--- config.mk ---
export PLATFORM = sky130hd
export DESIGN_NAME = spi_hedef_birimi_flat
export DESIGN_NICKNAME = d
export VERILOG_FILES = /design/src/rtl/spi_hedef_birimi_if.sv /design/src/rtl/spi_hedef_birimi.sv /design/src/flat_wrapper.sv
export SDC_FILE = /design/constraint.sdc
export NUM_CORES = 1
export LEC_CHECK = 0
export CAP_MARGIN = 20
export CORE_AREA = 4 4 87 89
export DETAILED_ROUTE_END_ITERATION = 8
export DIE_AREA = 0 0 91 93
export GPL_ROUTABILITY_DRIVEN = 0
export SYNTH_ARGS = -nofsm -noshare
export SYNTH_HDL_FRONTEND = slang
export SYNTH_SLANG_ARGS = --single-unit
--- constraint.sdc ---
create_clock -name clk_i -period 4.7 [get_ports clk_i]
set_input_delay 1.175 -clock clk_i [delete_from_list [all_inputs] [get_ports clk_i]]
set_output_delay 1.175 -clock clk_i [all_outputs]
set_load 0.1 [all_outputs]
--- src/rtl/spi_hedef_birimi_if.sv ---
// Word-level stream and status bundle between the SPI responder and the
// peripheral or bus bridge that feeds and drains it. Signal suffixes are named
// from the responder's point of view, so the slave modport matches the names.
interface spi_hedef_birimi_if #(
    parameter int KELIME_BIT = 8
);

    logic [KELIME_BIT-1:0] tx_veri_i;
    logic                  tx_gecerli_i;
    logic                  tx_hazir_o;
    logic [KELIME_BIT-1:0] rx_veri_o;
    logic                  rx_gecerli_o;
    logic                  rx_hazir_i;
    logic                  tx_eksik_o;
    logic                  rx_tasma_o;
    logic                  mesgul_o;

    // Responder side: consumes TX words, produces RX words and status
    modport slave (
        input  tx_veri_i,
        input  tx_gecerli_i,
        input  rx_hazir_i,
        output tx_hazir_o,
        output rx_veri_o,
        output rx_gecerli_o,
        output tx_eksik_o,
        output rx_tasma_o,
        output mesgul_o
    );

    // Peripheral side: produces TX words, consumes RX words and status
    modport master (
        output tx_veri_i,
        output tx_gecerli_i,
        output rx_hazir_i,
        input  tx_hazir_o,
        input  rx_veri_o,
        input  rx_gecerli_o,
        input  tx_eksik_o,
        input  rx_tasma_o,
        input  mesgul_o
    );

endinterface

--- src/rtl/spi_hedef_birimi.sv ---
// SPI responder. The SPI pins are oversampled in the clk_i domain, so clk_i
// must run at least 8x the SCK rate. Words are exchanged with the local side
// through a 1-entry TX holding register and a 1-entry RX register carried on
// the interface port. The interface instance must use the same KELIME_BIT.
module spi_hedef_birimi #(
    parameter int KELIME_BIT = 8,
    parameter int SENK_ASAMA = 2
) (
    input  logic              clk_i,
    input  logic              rstn_i,
    input  logic              cpol_i,
    input  logic              cpha_i,
    input  logic              msb_first_i,
    input  logic              sck_i,
    input  logic              csn_i,
    input  logic              mosi_i,
    output logic              miso_o,
    output logic              miso_oe_o,
    spi_hedef_birimi_if.slave bus
);

    localparam int CNT_W = (KELIME_BIT > 2) ? $clog2(KELIME_BIT) : 1;
    localparam logic [CNT_W-1:0] SON_BIT = CNT_W'(KELIME_BIT - 1);

    typedef enum logic {
        BOSTA,
        AKTAR
    } durum_t;

    // Synchronizer chains: bit 0 takes the pin, the top bit is the usable value
    logic [SENK_ASAMA-1:0] sck_senk_q;
    logic [SENK_ASAMA-1:0] csn_senk_q;
    logic [SENK_ASAMA-1:0] mosi_senk_q;

    logic sck_s;
    logic csn_s;
    logic mosi_s;

    durum_t durum_q, durum_d;
    logic   sck_gecmis_q, sck_gecmis_d;
    logic   cpol_q, cpol_d;
    logic   cpha_q, cpha_d;
    logic   msb_q, msb_d;

    logic [CNT_W-1:0]      bit_sayac_q, bit_sayac_d;
    logic [KELIME_BIT-1:0] rx_kaydirma_q, rx_kaydirma_d;
    logic [KELIME_BIT-1:0] tx_kaydirma_q, tx_kaydirma_d;
    logic [KELIME_BIT-1:0] tx_tutucu_q, tx_tutucu_d;
    logic                  tx_dolu_q, tx_dolu_d;
    logic [KELIME_BIT-1:0] rx_veri_q, rx_veri_d;
    logic                  rx_gecerli_q, rx_gecerli_d;
    logic                  tx_eksik_q, tx_eksik_d;
    logic                  rx_tasma_q, rx_tasma_d;
    logic                  miso_q, miso_d;
    logic                  miso_oe_q, miso_oe_d;

    logic                  on_kenar;
    logic                  arka_kenar;
    logic                  ornek_kenar;
    logic                  kaydir_kenar;
    logic                  yukle;
    logic                  kelime_tamam;
    logic                  msb_etkin;
    logic [KELIME_BIT-1:0] rx_yeni;
    logic [KELIME_BIT-1:0] tx_kaymis;

    assign sck_s  = sck_senk_q[SENK_ASAMA-1];
    assign csn_s  = csn_senk_q[SENK_ASAMA-1];
    assign mosi_s = mosi_senk_q[SENK_ASAMA-1];

    // Bring the asynchronous SPI pins into the clk_i domain; CS idles deasserted
    always_ff @(posedge clk_i or negedge rstn_i) begin
        if (!rstn_i) begin
            sck_senk_q  <= '0;
            csn_senk_q  <= '1;
            mosi_senk_q <= '0;
        end else begin
            sck_senk_q  <= {sck_senk_q[SENK_ASAMA-2:0], sck_i};
            csn_senk_q  <= {csn_senk_q[SENK_ASAMA-2:0], csn_i};
            mosi_senk_q <= {mosi_senk_q[SENK_ASAMA-2:0], mosi_i};
        end
    end

    // State and datapath registers; reset mid-transfer drops everything in flight
    always_ff @(posedge clk_i or negedge rstn_i) begin
        if (!rstn_i) begin
            durum_q       <= BOSTA;
            sck_gecmis_q  <= 1'b0;
            cpol_q        <= 1'b0;
            cpha_q        <= 1'b0;
            msb_q         <= 1'b0;
            bit_sayac_q   <= '0;
            rx_kaydirma_q <= '0;
            tx_kaydirma_q <= '0;
            tx_tutucu_q   <= '0;
            tx_dolu_q     <= 1'b0;
            rx_veri_q     <= '0;
            rx_gecerli_q  <= 1'b0;
            tx_eksik_q    <= 1'b0;
            rx_tasma_q    <= 1'b0;
            miso_q        <= 1'b0;
            miso_oe_q     <= 1'b0;
        end else begin
            durum_q       <= durum_d;
            sck_gecmis_q  <= sck_gecmis_d;
            cpol_q        <= cpol_d;
            cpha_q        <= cpha_d;
            msb_q         <= msb_d;
            bit_sayac_q   <= bit_sayac_d;
            rx_kaydirma_q <= rx_kaydirma_d;
            tx_kaydirma_q <= tx_kaydirma_d;
            tx_tutucu_q   <= tx_tutucu_d;
            tx_dolu_q     <= tx_dolu_d;
            rx_veri_q     <= rx_veri_d;
            rx_gecerli_q  <= rx_gecerli_d;
            tx_eksik_q    <= tx_eksik_d;
            rx_tasma_q    <= rx_tasma_d;
            miso_q        <= miso_d;
            miso_oe_q     <= miso_oe_d;
        end
    end

    // Edge classification against the SCK idle level latched at CS assertion
    always_comb begin
        on_kenar     = (sck_gecmis_q == cpol_q) && (sck_s != cpol_q);
        arka_kenar   = (sck_gecmis_q != cpol_q) && (sck_s == cpol_q);
        ornek_kenar  = cpha_q ? arka_kenar : on_kenar;
        kaydir_kenar = cpha_q ? on_kenar : arka_kenar;
        rx_yeni      = msb_q ? {rx_kaydirma_q[KELIME_BIT-2:0], mosi_s}
                             : {mosi_s, rx_kaydirma_q[KELIME_BIT-1:1]};
        tx_kaymis    = msb_q ? {tx_kaydirma_q[KELIME_BIT-2:0], 1'b0}
                             : {1'b0, tx_kaydirma_q[KELIME_BIT-1:1]};
    end

    // Transfer FSM plus TX holding / RX delivery; the sample path runs even in
    // the cycle CS is seen rising so a just-completed word is still delivered
    always_comb begin
        durum_d       = durum_q;
        sck_gecmis_d  = sck_s;
        cpol_d        = cpol_q;
        cpha_d        = cpha_q;
        msb_d         = msb_q;
        bit_sayac_d   = bit_sayac_q;
        rx_kaydirma_d = rx_kaydirma_q;
        tx_kaydirma_d = tx_kaydirma_q;
        tx_tutucu_d   = tx_tutucu_q;
        tx_dolu_d     = tx_dolu_q;
        rx_veri_d     = rx_veri_q;
        rx_gecerli_d  = rx_gecerli_q;
        tx_eksik_d    = 1'b0;
        rx_tasma_d    = 1'b0;
        miso_oe_d     = miso_oe_q;
        miso_d        = 1'b0;
        yukle         = 1'b0;
        kelime_tamam  = 1'b0;
        msb_etkin     = msb_q;

        case (durum_q)
            BOSTA: begin
                miso_oe_d = 1'b0;
                if (!csn_s) begin
                    durum_d       = AKTAR;
                    cpol_d        = cpol_i;
                    cpha_d        = cpha_i;
                    msb_d         = msb_first_i;
                    msb_etkin     = msb_first_i;
                    sck_gecmis_d  = cpol_i;
                    bit_sayac_d   = '0;
                    rx_kaydirma_d = '0;
                    miso_oe_d     = 1'b1;
                    yukle         = 1'b1;
                end
            end
            AKTAR: begin
                if (ornek_kenar) begin
                    rx_kaydirma_d = rx_yeni;
                    if (bit_sayac_q == SON_BIT) begin
                        kelime_tamam = 1'b1;
                        bit_sayac_d  = '0;
                        yukle        = 1'b1;
                    end else begin
                        bit_sayac_d = bit_sayac_q + CNT_W'(1);
                    end
                end else if (kaydir_kenar && (bit_sayac_q != '0)) begin
                    tx_kaydirma_d = tx_kaymis;
                end
                if (csn_s) begin
                    durum_d   = BOSTA;
                    miso_oe_d = 1'b0;
                end
            end
            default: begin
                durum_d   = BOSTA;
                miso_oe_d = 1'b0;
            end
        endcase

        if (yukle) begin
            if (tx_dolu_q) begin
                tx_kaydirma_d = tx_tutucu_q;
                tx_dolu_d     = 1'b0;
            end else begin
                tx_kaydirma_d = '0;
                tx_eksik_d    = 1'b1;
            end
        end

        if (bus.tx_gecerli_i && !tx_dolu_q) begin
            tx_tutucu_d = bus.tx_veri_i;
            tx_dolu_d   = 1'b1;
        end

        if (rx_gecerli_q && bus.rx_hazir_i) begin
            rx_gecerli_d = 1'b0;
        end

        if (kelime_tamam) begin
            if (!rx_gecerli_q || bus.rx_hazir_i) begin
                rx_veri_d    = rx_yeni;
                rx_gecerli_d = 1'b1;
            end else begin
                rx_tasma_d = 1'b1;
            end
        end

        if (durum_d == AKTAR) begin
            miso_d = msb_etkin ? tx_kaydirma_d[KELIME_BIT-1] : tx_kaydirma_d[0];
        end
    end

    assign miso_o           = miso_q;
    assign miso_oe_o        = miso_oe_q;
    assign bus.tx_hazir_o   = ~tx_dolu_q;
    assign bus.rx_veri_o    = rx_veri_q;
    assign bus.rx_gecerli_o = rx_gecerli_q;
    assign bus.tx_eksik_o   = tx_eksik_q;
    assign bus.rx_tasma_o   = rx_tasma_q;
    assign bus.mesgul_o     = ~csn_s;

endmodule

--- src/flat_wrapper.sv ---
// flat-port wrapper written by rule: the top's interface ports become plain ports
module spi_hedef_birimi_flat 
#(
    parameter int KELIME_BIT = 8,
    parameter int SENK_ASAMA = 2
)
  (clk_i, rstn_i, cpol_i, cpha_i, msb_first_i, sck_i, csn_i, mosi_i, miso_o, miso_oe_o, bus_tx_veri_i, bus_tx_gecerli_i, bus_rx_hazir_i, bus_tx_hazir_o, bus_rx_veri_o, bus_rx_gecerli_o, bus_tx_eksik_o, bus_rx_tasma_o, bus_mesgul_o);
  spi_hedef_birimi_if #(.KELIME_BIT(KELIME_BIT)) bus_i ();
  input  logic clk_i;
  input  logic rstn_i;
  input  logic cpol_i;
  input  logic cpha_i;
  input  logic msb_first_i;
  input  logic sck_i;
  input  logic csn_i;
  input  logic mosi_i;
  output logic miso_o;
  output logic miso_oe_o;
  input wire logic [$bits(bus_i.tx_veri_i)-1:0] bus_tx_veri_i;
  input wire logic [$bits(bus_i.tx_gecerli_i)-1:0] bus_tx_gecerli_i;
  input wire logic [$bits(bus_i.rx_hazir_i)-1:0] bus_rx_hazir_i;
  output wire logic [$bits(bus_i.tx_hazir_o)-1:0] bus_tx_hazir_o;
  output wire logic [$bits(bus_i.rx_veri_o)-1:0] bus_rx_veri_o;
  output wire logic [$bits(bus_i.rx_gecerli_o)-1:0] bus_rx_gecerli_o;
  output wire logic [$bits(bus_i.tx_eksik_o)-1:0] bus_tx_eksik_o;
  output wire logic [$bits(bus_i.rx_tasma_o)-1:0] bus_rx_tasma_o;
  output wire logic [$bits(bus_i.mesgul_o)-1:0] bus_mesgul_o;
  assign bus_i.tx_veri_i = bus_tx_veri_i;
  assign bus_i.tx_gecerli_i = bus_tx_gecerli_i;
  assign bus_i.rx_hazir_i = bus_rx_hazir_i;
  assign bus_tx_hazir_o = bus_i.tx_hazir_o;
  assign bus_rx_veri_o = bus_i.rx_veri_o;
  assign bus_rx_gecerli_o = bus_i.rx_gecerli_o;
  assign bus_tx_eksik_o = bus_i.tx_eksik_o;
  assign bus_rx_tasma_o = bus_i.rx_tasma_o;
  assign bus_mesgul_o = bus_i.mesgul_o;
  spi_hedef_birimi #(.KELIME_BIT(KELIME_BIT), .SENK_ASAMA(SENK_ASAMA)) u_core (.clk_i(clk_i), .rstn_i(rstn_i), .cpol_i(cpol_i), .cpha_i(cpha_i), .msb_first_i(msb_first_i), .sck_i(sck_i), .csn_i(csn_i), .mosi_i(mosi_i), .miso_o(miso_o), .miso_oe_o(miso_oe_o), .bus(bus_i));
endmodule
After elaboration in Yosys (flattened, before gate mapping)
Cells that the tools add are included.
- register bits after elaboration: 52
- input port bits: 18
- output and inout bits: 15
- logic and storage cells: 87
- $add $sub $neg: 1
- eq/ne operators: 9
- muxes and demuxes: 38
- bitwise logic cells: 3
- reductions and logical operators: 16
- operator list (kind ; count):
    2-to-1 mux 8 bit ; 9
    2-to-1 mux 1 bit ; 22
    case mux 8 bit (2 select lines) ; 1
    2-to-1 mux 3 bit ; 3
    inequality test 2 bit, second input constant ; 3
    case mux 3 bit (2 select lines) ; 1
    AND reduction 2 bit ; 3
    nonzero test 2 bit ; 3
    logical AND 1 bit ; 5
    case mux 1 bit (2 select lines) ; 2
    adder 3 x 1 -> 3 bit, second input constant ; 1
    equality test 3 bit, second input constant ; 1
    inverter 1 bit ; 3
    AND reduction 3 bit ; 1
    nonzero test 3 bit ; 1
    equality test 1 bit ; 2
    logical NOT 1 bit ; 2
    inequality test 1 bit ; 2
    inequality test 2 x 1 -> 1 bit, second input constant ; 1
    logical OR 1 bit ; 1

Longest topological paths before layout
- depth in word-level cells: 10
- depth in mapped cells: 6
- gate-level depth less buffers: 6

Least setup slack after synthesis
No wires, ideal clock.
- path kind: register to output
- from: reg u_core.tx_dolu_q
- to: out bus_tx_hazir_o
- arrival: 1.027 ns
- data required time: 3.525 ns
- slack: 2.498 ns
- stages on the path, launching flop included: 2
- buffers on the path: 0
- cells stage by stage: dfrtp_1 inv_1
- longest elaborated chain between the ends: 1
- ends and longest elaborated chain (what ; line ; RTL):
    from (decl) ; spi_hedef_birimi.sv:49 ; logic tx_dolu_q, tx_dolu_d;
    from (signal assigned) ; spi_hedef_birimi.sv:113 ; tx_dolu_q <= tx_dolu_d;
    inverter 1 bit ; spi_hedef_birimi.sv:233 ; assign bus.tx_hazir_o = ~tx_dolu_q;
    to (decl) ; flat_wrapper.sv:22 ; output wire logic [$bits(bus_i.tx_hazir_o)-1:0] bus_tx_hazir_o;
Every way passes these cells.

Worst setup path in the final report
Ends and elaborated chain as after synthesis.

==> summary.txt <==
Run status
  – Status: completed

Routing
  – Final WL: 4.10 mm
  – DRT Pass-1 Iters: 4
  – 1st-iter DRT viols: 73
  – Vias: 1484
  – Antenna viol nets, final: 0
  – Residual DRC count: 0
  – Vias per cell: 4.90
  – Routed len/inst: 13.5 um

Synth
  – Number of synthesized flops with an enable pin: 0
  – Synth warn: 0
  – Mean Syn Cell Area: 11.9 sq um
  – Area leader, netlist: dfrtp_1
  – Top cells by area, synth: dfrtp_1, mux2_2, mux2i_1
  – Top-count cell post-synth: dfrtp_1
  – Ys async rst share: 1.00
  – Register area share after synthesis: 0.581
  – Syn Std Cell Area: 2250 sq um
  – Synthesized netlist net count: 210
  – Commonest cells in the synthesized netlist: dfrtp_1, nand2_1, mux2_2
  – Most used DFF post-synth: dfrtp_1
  – Cell count after synthesis: 189
  – Yosys cell types: 33
  – FF+latch count, synth: 52
  – Top-area cell type share of the netlist area: 0.557

Setup path
  – Worst r2r path cells: 5
  – Crit Path Category: reg2out
  – Startpoint types: register
  – Worst EP arrival: 2000 ps
  – Critical R2R Launch: u_core.cpol_q
  – Critical R2R Capture: u_core.tx_kaydirma_q[1]
  – CP required: 3520 ps
  – Flop2flop setup slack: 2710 ps
  – Worst setup EP type: primary output
  – Crit-path max FO: 7

Power
  – Switching share of power: 0.308
  – Leak: 1.26 nW
  – Max IR drop VDD: 0.000198 V
  – Comb pwr share: 0.223
  – Internal power contribution: 0.734 mW
  – Clock Power Share: 0.235
  – Switching power: 0.327 mW
  – Pwr Density: 390 nW/um^2
  – Sequential power share: 0.543

Global route
  – Vias in the first global route: 1533
  – GRT Total Usage: 0.108
  – Grt total ovfl: 0
  – Pin count of the biggest net entering global routing: 53
  – First-pass GRT wire length: 7.40 mm
  – Initial antenna violation count: 0

Cells and area
  – Layout area overhead: 21.2%
  – Inserted Diodes: 0
  – Fill cell count: 673
  – Final Cell Area: 2720 sq um
  – Share of cells above drive strength 1: 0.166
  – Final layout net count: 243

STA
  – RSZ-0062 raised after global routing: false
  – Max Clk Rate: 315 MHz
  – Worst slew pin tran: 986 ps
  – Slew HR: 0.340
  – Final setup vio count: 0
  – Final Critical Period: 3170 ps
  – Hold Fails Final Rpt: 0
  – Fin crit share: 0.675
  – Setup tns final: 0 ps
  – Post-Route Skew: 12.7 ps
  – Final Max Tran Viols: 0

Die
  – Die Span Y: 93 um
  – Row cnt: 30
  – Total core area: 6760 sq um
  – Initial core utilization: 0.332
  – IO Pins: 33
  – Die area: 8460 sq um
  – Die X-Extent: 91 um

CTS
  – CTS root buffer: clkbuf_8
  – Clock Tree Buf Depth: 2
  – CTS Hold Bufs: 0
  – TritonCTS clock tree: yes
  – PostCTS Resize Cnt: 0
  – H-tree depth: 2
  – Worst-path clk slew: 90 ps
  – CTS sink cnt: 52
  – Setup bufs post-CTS: 0
  – Clk_lat worst skew: 300 ps
  – CTS Buf Count: 5

Min path
  – Hold Path Class: reg2reg
  – Hold Startpoint: u_core.mosi_senk_q[0]
  – End of the worst hold path: u_core.mosi_senk_q[1]
  – WHS Path Cells: 0

Placed design
  – Count of buffers from port buffering: 32
  – Final HPWL DP: 2.95 mm
  – Placed cell areas: 2640 sq um

Job
  – MaxCap Viol Count: 0
-- power groups by stage --
stage | Clock (mW) | Sequential [mW] | Combinational, mW
after global placement | 0 | 0.585 | 0.237
after detailed placement | 0 | 0.587 | 0.238
after global routing | 0.281 | 0.589 | 0.264
final | 0.249 | 0.576 | 0.236
after floorplan | 0 | 0.586 | 0.167
after CTS | 0.264 | 0.578 | 0.240
-- flip-flops by register name (all words and copies together), names as in the netlist, 2 cells and up --
register	flops
u_core.sck_senk_q	2
u_core.csn_senk_q	2
u_core.rx_kaydirma_q	8
u_core.tx_kaydirma_q	8
u_core.bus.rx_veri_o	8
u_core.bit_sayac_q	3
u_core.tx_tutucu_q	8
u_core.mosi_senk_q	2
-- layer usage --
metal  share of wire  up-vias  GRT usage  wire length [um]
met4          0.0098        0     0.0377                40
li1                -      717          -                 -
met1            0.48      734      0.138              1980
met2            0.46       29      0.174              1880
met3           0.049        4     0.0338               200
met5               0        -          0                 0
-- layout by cell type (no fill, tap or decap), drive strengths merged, types with 4 or more instances in the layout --
master         instances
dfrtp                 50
clkdlybuf4s50         31
nand2                 29
mux2                  21
mux2i                 12
nand3                 11
inv                   10
nor2                   8
clkbuf                 7
a221o                  5
a21oi                  4
o21ai                  4
-- cell families after synthesis --
kind of cell / Yosys count / share of synthesized area
simple gates: 57 / 0.119
flops: 52 / 0.581
mux: 33 / 0.160
compound gates: 26 / 0.0852
buf+inv: 17 / 0.0312
fa+ha+maj: 3 / 0.0167
xor+xnor: 1 / 0.00724
-- how the worst max path moves through the flow --
stage | from | slack, ps | to
6_report | u_core.tx_dolu_q | 1530 | bus_tx_hazir_o
5_1_grt | u_core.tx_dolu_q | 1440 | bus_tx_hazir_o
4_1_cts | u_core.tx_dolu_q | 1510 | bus_tx_hazir_o
3_5_place_dp | u_core.tx_dolu_q | 1870 | bus_tx_hazir_o
3_3_place_gp | u_core.tx_dolu_q | 1890 | bus_tx_hazir_o
2_1_floorplan | u_core.tx_dolu_q | 2500 | bus_tx_hazir_o
-- worst max-delay path: stages, from the launching register on --
cell	delay [ps]
dfrtp_1	450
inv_1	110
clkdlybuf4s50_1	1130
-- final cells by class --
class,count,area (sq um),share of cell area
multi-input cells,120,872,0.320
clock buffers,7,76.3,0.0280
well taps,80,100,0.0368
flip-flops and latches,52,1300,0.479
clock inverters,1,8.76,0.00322
inverters,10,37.5,0.0138
repair buffers,33,323,0.119
-- metrics by stage --
stage	instances	hold slack [ps]	power (mW)	utilization	setup slack (ps)
3_5_place_dp	295	335	0.825	0.390	1870
5_1_grt	303	369	1.13	0.403	1440
6_report	303	356	1.06	0.403	1530
4_1_cts	303	358	1.08	0.403	1510
3_3_place_gp	295	332	0.822	0.390	1890
2_1_floorplan	189	331	0.752	-	2500
Note: power is estimated with default switching activity, not from simulation.
